`src/rtl/pulse_width_meter_pkg.sv`:
```
// Shared definitions for the pulse width meter: FSM state codes and default counter width.
// Optional input synchronizer is selected with the PULSE_METER_SYNC_EN macro.
package pulse_width_meter_pkg;

    localparam int DEFAULT_W = 4;

    typedef enum logic [1:0] {
        ST_IDLE = 2'd0,
        ST_MEAS = 2'd1,
        ST_DONE = 2'd2
    } state_t;

endpackage

```
`src/rtl/pulse_width_meter_edge_detect.sv`:
```
// Samples pulse_in (optionally through a 2-flop synchronizer when PULSE_METER_SYNC_EN
// is defined) and produces the sampled level plus rise/fall qualifiers.
module pulse_width_meter_edge_detect (
    input  logic clk,
    input  logic rst,
    input  logic pulse_in,
    output logic s,
    output logic rise,
    output logic fall
);

    logic s_q;
    logic prev_q;

`ifdef PULSE_METER_SYNC_EN
    logic sync1_q;
    logic sync2_q;

    // Every stage resets high so a line already high at reset never looks like a fresh edge.
    always_ff @(posedge clk) begin
        if (rst) begin
            sync1_q <= 1'b1;
            sync2_q <= 1'b1;
            s_q     <= 1'b1;
            prev_q  <= 1'b1;
        end else begin
            sync1_q <= pulse_in;
            sync2_q <= sync1_q;
            s_q     <= sync2_q;
            prev_q  <= s_q;
        end
    end
`else
    // Both sample and history reset high so a line already high at reset is ignored.
    always_ff @(posedge clk) begin
        if (rst) begin
            s_q    <= 1'b1;
            prev_q <= 1'b1;
        end else begin
            s_q    <= pulse_in;
            prev_q <= s_q;
        end
    end
`endif

    assign s    = s_q;
    assign rise = s_q & ~prev_q;
    assign fall = ~s_q & prev_q;

endmodule

```
`src/rtl/pulse_width_meter.sv`:
```
// Measures the high time of pulse_in in clk cycles and reports it once per pulse.
// Build option: PULSE_METER_SYNC_EN adds a 2-flop input synchronizer (+2 cycles latency).
module pulse_width_meter
    import pulse_width_meter_pkg::*;
#(
    parameter int W = DEFAULT_W
) (
    input  logic         clk,
    input  logic         rst,
    input  logic         pulse_in,
    input  logic [W-1:0] expected,
    output logic [W-1:0] width,
    output logic         valid,
    output logic         match,
    output logic         overflow,
    output logic         busy,
    output logic [1:0]   dbg_state
);

    localparam logic [W-1:0] CNT_MAX = '1;
    localparam logic [W-1:0] CNT_ONE = W'(1);

    logic   s;
    logic   rise;
    logic   fall;
    state_t state;
    state_t state_nxt;

    logic [W-1:0] count;
    logic         sat;

    pulse_width_meter_edge_detect u_edge (
        .clk      (clk),
        .rst      (rst),
        .pulse_in (pulse_in),
        .s        (s),
        .rise     (rise),
        .fall     (fall)
    );

    always_ff @(posedge clk) begin
        if (rst) begin
            state <= ST_IDLE;
        end else begin
            state <= state_nxt;
        end
    end

    // DONE is a single cycle, but a rise during it starts the next measurement directly.
    always_comb begin
        state_nxt = state;
        case (state)
            ST_IDLE: if (rise) state_nxt = ST_MEAS;
            ST_MEAS: if (fall) state_nxt = ST_DONE;
            ST_DONE: state_nxt = rise ? ST_MEAS : ST_IDLE;
            default: state_nxt = ST_IDLE;
        endcase
    end

    always_comb begin
        busy      = (state == ST_MEAS);
        dbg_state = state;
    end

    always_ff @(posedge clk) begin
        if (rst) begin
            count    <= '0;
            sat      <= 1'b0;
            width    <= '0;
            valid    <= 1'b0;
            match    <= 1'b0;
            overflow <= 1'b0;
        end else begin
            valid <= 1'b0;
            case (state)
                ST_IDLE, ST_DONE: begin
                    if (rise) begin
                        count <= CNT_ONE;
                        sat   <= 1'b0;
                    end
                end
                ST_MEAS: begin
                    if (fall) begin
                        width    <= count;
                        overflow <= sat;
                        match    <= (count == expected) && !sat;
                        valid    <= 1'b1;
                    end else if (s) begin
                        // Counter pins at its maximum; sat records that a cycle was lost.
                        if (count == CNT_MAX) begin
                            sat <= 1'b1;
                        end else begin
                            count <= count + CNT_ONE;
                        end
                    end
                end
                default: begin
                    count <= '0;
                    sat   <= 1'b0;
                end
            endcase
        end
    end

endmodule
```
`config.mk`:
```
export PLATFORM = sky130hd
export DESIGN_NAME = pulse_width_meter
export DESIGN_NICKNAME = d
export VERILOG_FILES = /design/src/rtl/pulse_width_meter_pkg.sv /design/src/rtl/pulse_width_meter_edge_detect.sv /design/src/rtl/pulse_width_meter.sv
export SDC_FILE = /design/constraint.sdc
export NUM_CORES = 1
export LEC_CHECK = 0
export BUFFER_PORTS_ARGS = -buffer_cell sky130_fd_sc_hd__buf_4
export CORE_MARGIN = 3
export CORE_UTILIZATION = 45
export CTS_CLUSTER_SIZE = 14
export DETAILED_ROUTE_END_ITERATION = 16
export MAX_ROUTING_LAYER = met4
export PLACE_DENSITY = 0.71
export SETUP_SLACK_MARGIN = 0.05
export SLEW_MARGIN = 20
export SYNTH_ARGS = -nofsm -noshare
export SYNTH_HDL_FRONTEND = slang
export SYNTH_HIERARCHICAL = 1
export SYNTH_SLANG_ARGS = --single-unit
```
`constraint.sdc`:
```
create_clock -name clk -period 1.45 [get_ports clk]
set_input_delay 0.0725 -clock clk [delete_from_list [all_inputs] [get_ports clk]]
set_output_delay 0.0725 -clock clk [all_outputs]
set_load 0.02 [all_outputs]
```
==> flow_summary.json <==
{
  "hold-path-endpoint": "dbg_state[0]",
  "holdWs_ns": 0.0458,
  "regToRegEndpoint": "match",
  "seq_area_frac_synth_pct": 43.0,
  "n_antenna_cell": 0,
  "antenna_found_initial": 0,
  "synth_nets": 84,
  "coreArea_mm2": 0.00152,
  "viasPerCell": 5.31,
  "drv_cap": 0,
  "clock_skew_ns": 0.00244,
  "clkSinkCount": 16,
  "cp-end-kind": "flip-flop",
  "fillerInstances": 132,
  "yosysUniqueCellTypes": 33,
  "r2r_setup_slack_ns": 0.04,
  "syn_area_per_cell_um2": 9.80,
  "routabilityCongestion": 0.827,
  "min_path_cells": 2,
  "port_buffers": 16,
  "min_from": "rst",
  "crit_required_ns": 1.65,
  "drive_gt1_share_pct": 37.6,
  "drc": 0,
  "final_cell_mix": "23 x buf_4, 14 x dfxtp_1, 7 x nor2_1",
  "hp-class": "in2reg",
  "place_hpwl_um": 1140,
  "synth_warnings": 6,
  "worstReg2RegStart": "u_edge/s",
  "grt_pass1_wl_um": 2450,
  "synthCells": 76,
  "relSlewSlack_pct": 76.1,
  "path_clk_slew_ns": 0.10,
  "crit_chain": "and2b_2, nand3b_4, or4_4, o41ai_2",
  "cpMaxStageDelayCell": "or4_4",
  "rsz0062_at_grt": "true",
  "multiInputGateArea_um2": 420,
  "ff2ff_path_depth": 4,
  "cts_root_buffer": "clkbuf_4",
  "routed_wl_um": 1530,
  "die_area_mm2": 0.00218,
  "synth_area_um2": 744,
  "start_util_pct": 48.9,
  "p_total_w": 0.000854,
  "leakagePower_nw": 0.463,
  "final_common_cell": "buf_4",
  "postRouteAntennaNets": 0,
  "clk_path_buf_depth": 2,
  "io-pin-count": 17,
  "cp_data_arrival_time_ns": 1.61,
  "dr.pass1.iters": 4,
  "area_growth_pct": 32.9,
  "drt-initial-drc-count": 11,
  "grt.overflow.total": 0,
  "regArea_um2": 323,
  "max_freq_mhz": 712,
  "period_needed_ns": 1.41,
  "die_w_um": 46.7,
  "power_density_mw_per_mm2": 863,
  "path_max_fanout": 4,
  "vdd_drop_max_uv": 581,
  "cts_tree": "done",
  "wl_per_cell_um": 13.1,
  "setup_viol": 0,
  "path_class": "reg2reg",
  "grt_max_degree": 16,
  "yosys.area.top_type": "dfxtp_1",
  "run_status": "completed",
  "synth_top_area_share_pct": 43.0,
  "synthTopCellsByArea": "dfxtp_1 43%, mux2i_1 6.7%, xor2_1 4.7%",
  "clk_latency_ns": 0.29,
  "hold_viol": 0,
  "grt_usage_pct": 16.3,
  "slowest_delay_ns": 0.47,
  "vias": 621,
  "grt_pass1_vias": 562,
  "die_y_um": 46.7,
  "drv_slew": 0,
  "worst_pin_slew_ns": 0.357,
  "ys_ff_latch": 16,
  "core.rowCount": 14,
  "cts-buffers-inserted": 3,
  "nets": 110,
  "htree_levels": 1,
  "worstSetupStartpointType": "flip-flop",
  "fin_crit_sh_pct": 96.9
}
==> flip-flops by register name, summed over array words and instances (netlist names) <==
signal and count:
sat 1, count 4, width 4, match 1, dbg_state 2, overflow 1, valid 1, u_edge/s 1
u_edge/prev_q 1
==> worst max-delay path: cells and delay by family (launching register included) <==
kind / cells / cell delay, ns
simple gates: 3 / 0.80
flops: 1 / 0.33
compound gates: 1 / 0.18
==> report_power, final <==
group          switching [W]  internal (W)
Combinational      0.0000494     0.0000502
Clock               0.000148      0.000153
Sequential        0.00000590      0.000447
Total               0.000204      0.000650
==> synthesized netlist by cell type, drive strengths merged <==
master and count:
buf 2, nand3 4, mux2i 5, nor3b 1
a211o 1, a31oi 1, a21oi 6, ha 1
o311ai 1, or4 1, nor2 7, nand4b 1
a2111o 1, nor2b 3, nand3b 2, o41ai 3
xor2 4, dfxtp 16, clkbuf 1, o21ai 1
and3 1, or2 2, nand2b 4, inv 2
nand4 1, nand2 1, and2b 2, o21bai 1
==> cell type report <==
class,instances,area share (%)
clock buffer,4,3.67
inverter,2,0.759
multi-input combinational,55,42.5
sequential,16,32.6
tap,16,2.02
timing repair buffer,24,18.5
==> kinds of logic after synthesis <==
family	synth area share, %
AOI/OAI and AO/OA	15.0
xor gates and xnor gates	4.71
adders and majority gates	1.68
buffers and inverters	3.19
DFF	43.0
muxes	6.72
and+or+nand+nor	25.7
==> routing by layer <==
| layer | vias up | GRT usage [%] | share of wire, % |
|---|---|---|---|
| met5 | - | - | 0 |
| met3 | 2 | 3.52 | 3.9 |
| met1 | 284 | 22.7 | 50 |
| li1 | 322 | - | - |
| met2 | 13 | 24.2 | 45 |
| met4 | 0 | 3.31 | 0.65 |
==> metrics by stage <==
stage | setup slack (ns) | std cells | instance area (um^2) | util, % | setup TNS (ns)
3_3_place_gp | 0.0739 | 111 | 916 | 60.1 | 0
5_1_grt | -0.0265 | 117 | 990 | 64.9 | -0.0484
6_report | 0.0447 | 117 | 990 | 64.9 | 0
3_5_place_dp | 0.0423 | 111 | 916 | 60.1 | 0
2_1_floorplan | -0.0149 | 76 | 747 | - | -0.0149
4_1_cts | 0.0405 | 117 | 981 | 64.4 | 0
==> repair_timing <==
action	4_1_cts	5_1_grt
buffers inserted	1	0
setup endpoints to repair	3	6
resized for setup	3	3
pin swaps	0	1
hold buffers	1	0
endpoints found under the hold margin	1	0
==> worst max path at each step <==
stage,startpoint,endpoint,slack [ns],depth (start not counted)
finish,u_edge/s,match,0.04,4
global route,u_edge/s,match,-0.03,4
CTS,u_edge/s,match,0.04,4
detailed placement,u_edge/s,match,0.04,4
global placement,u_edge/s,count[3],0.07,4
floorplan,u_edge/s,match,-0.01,4
Note: power is estimated with default switching activity, not from simulation.
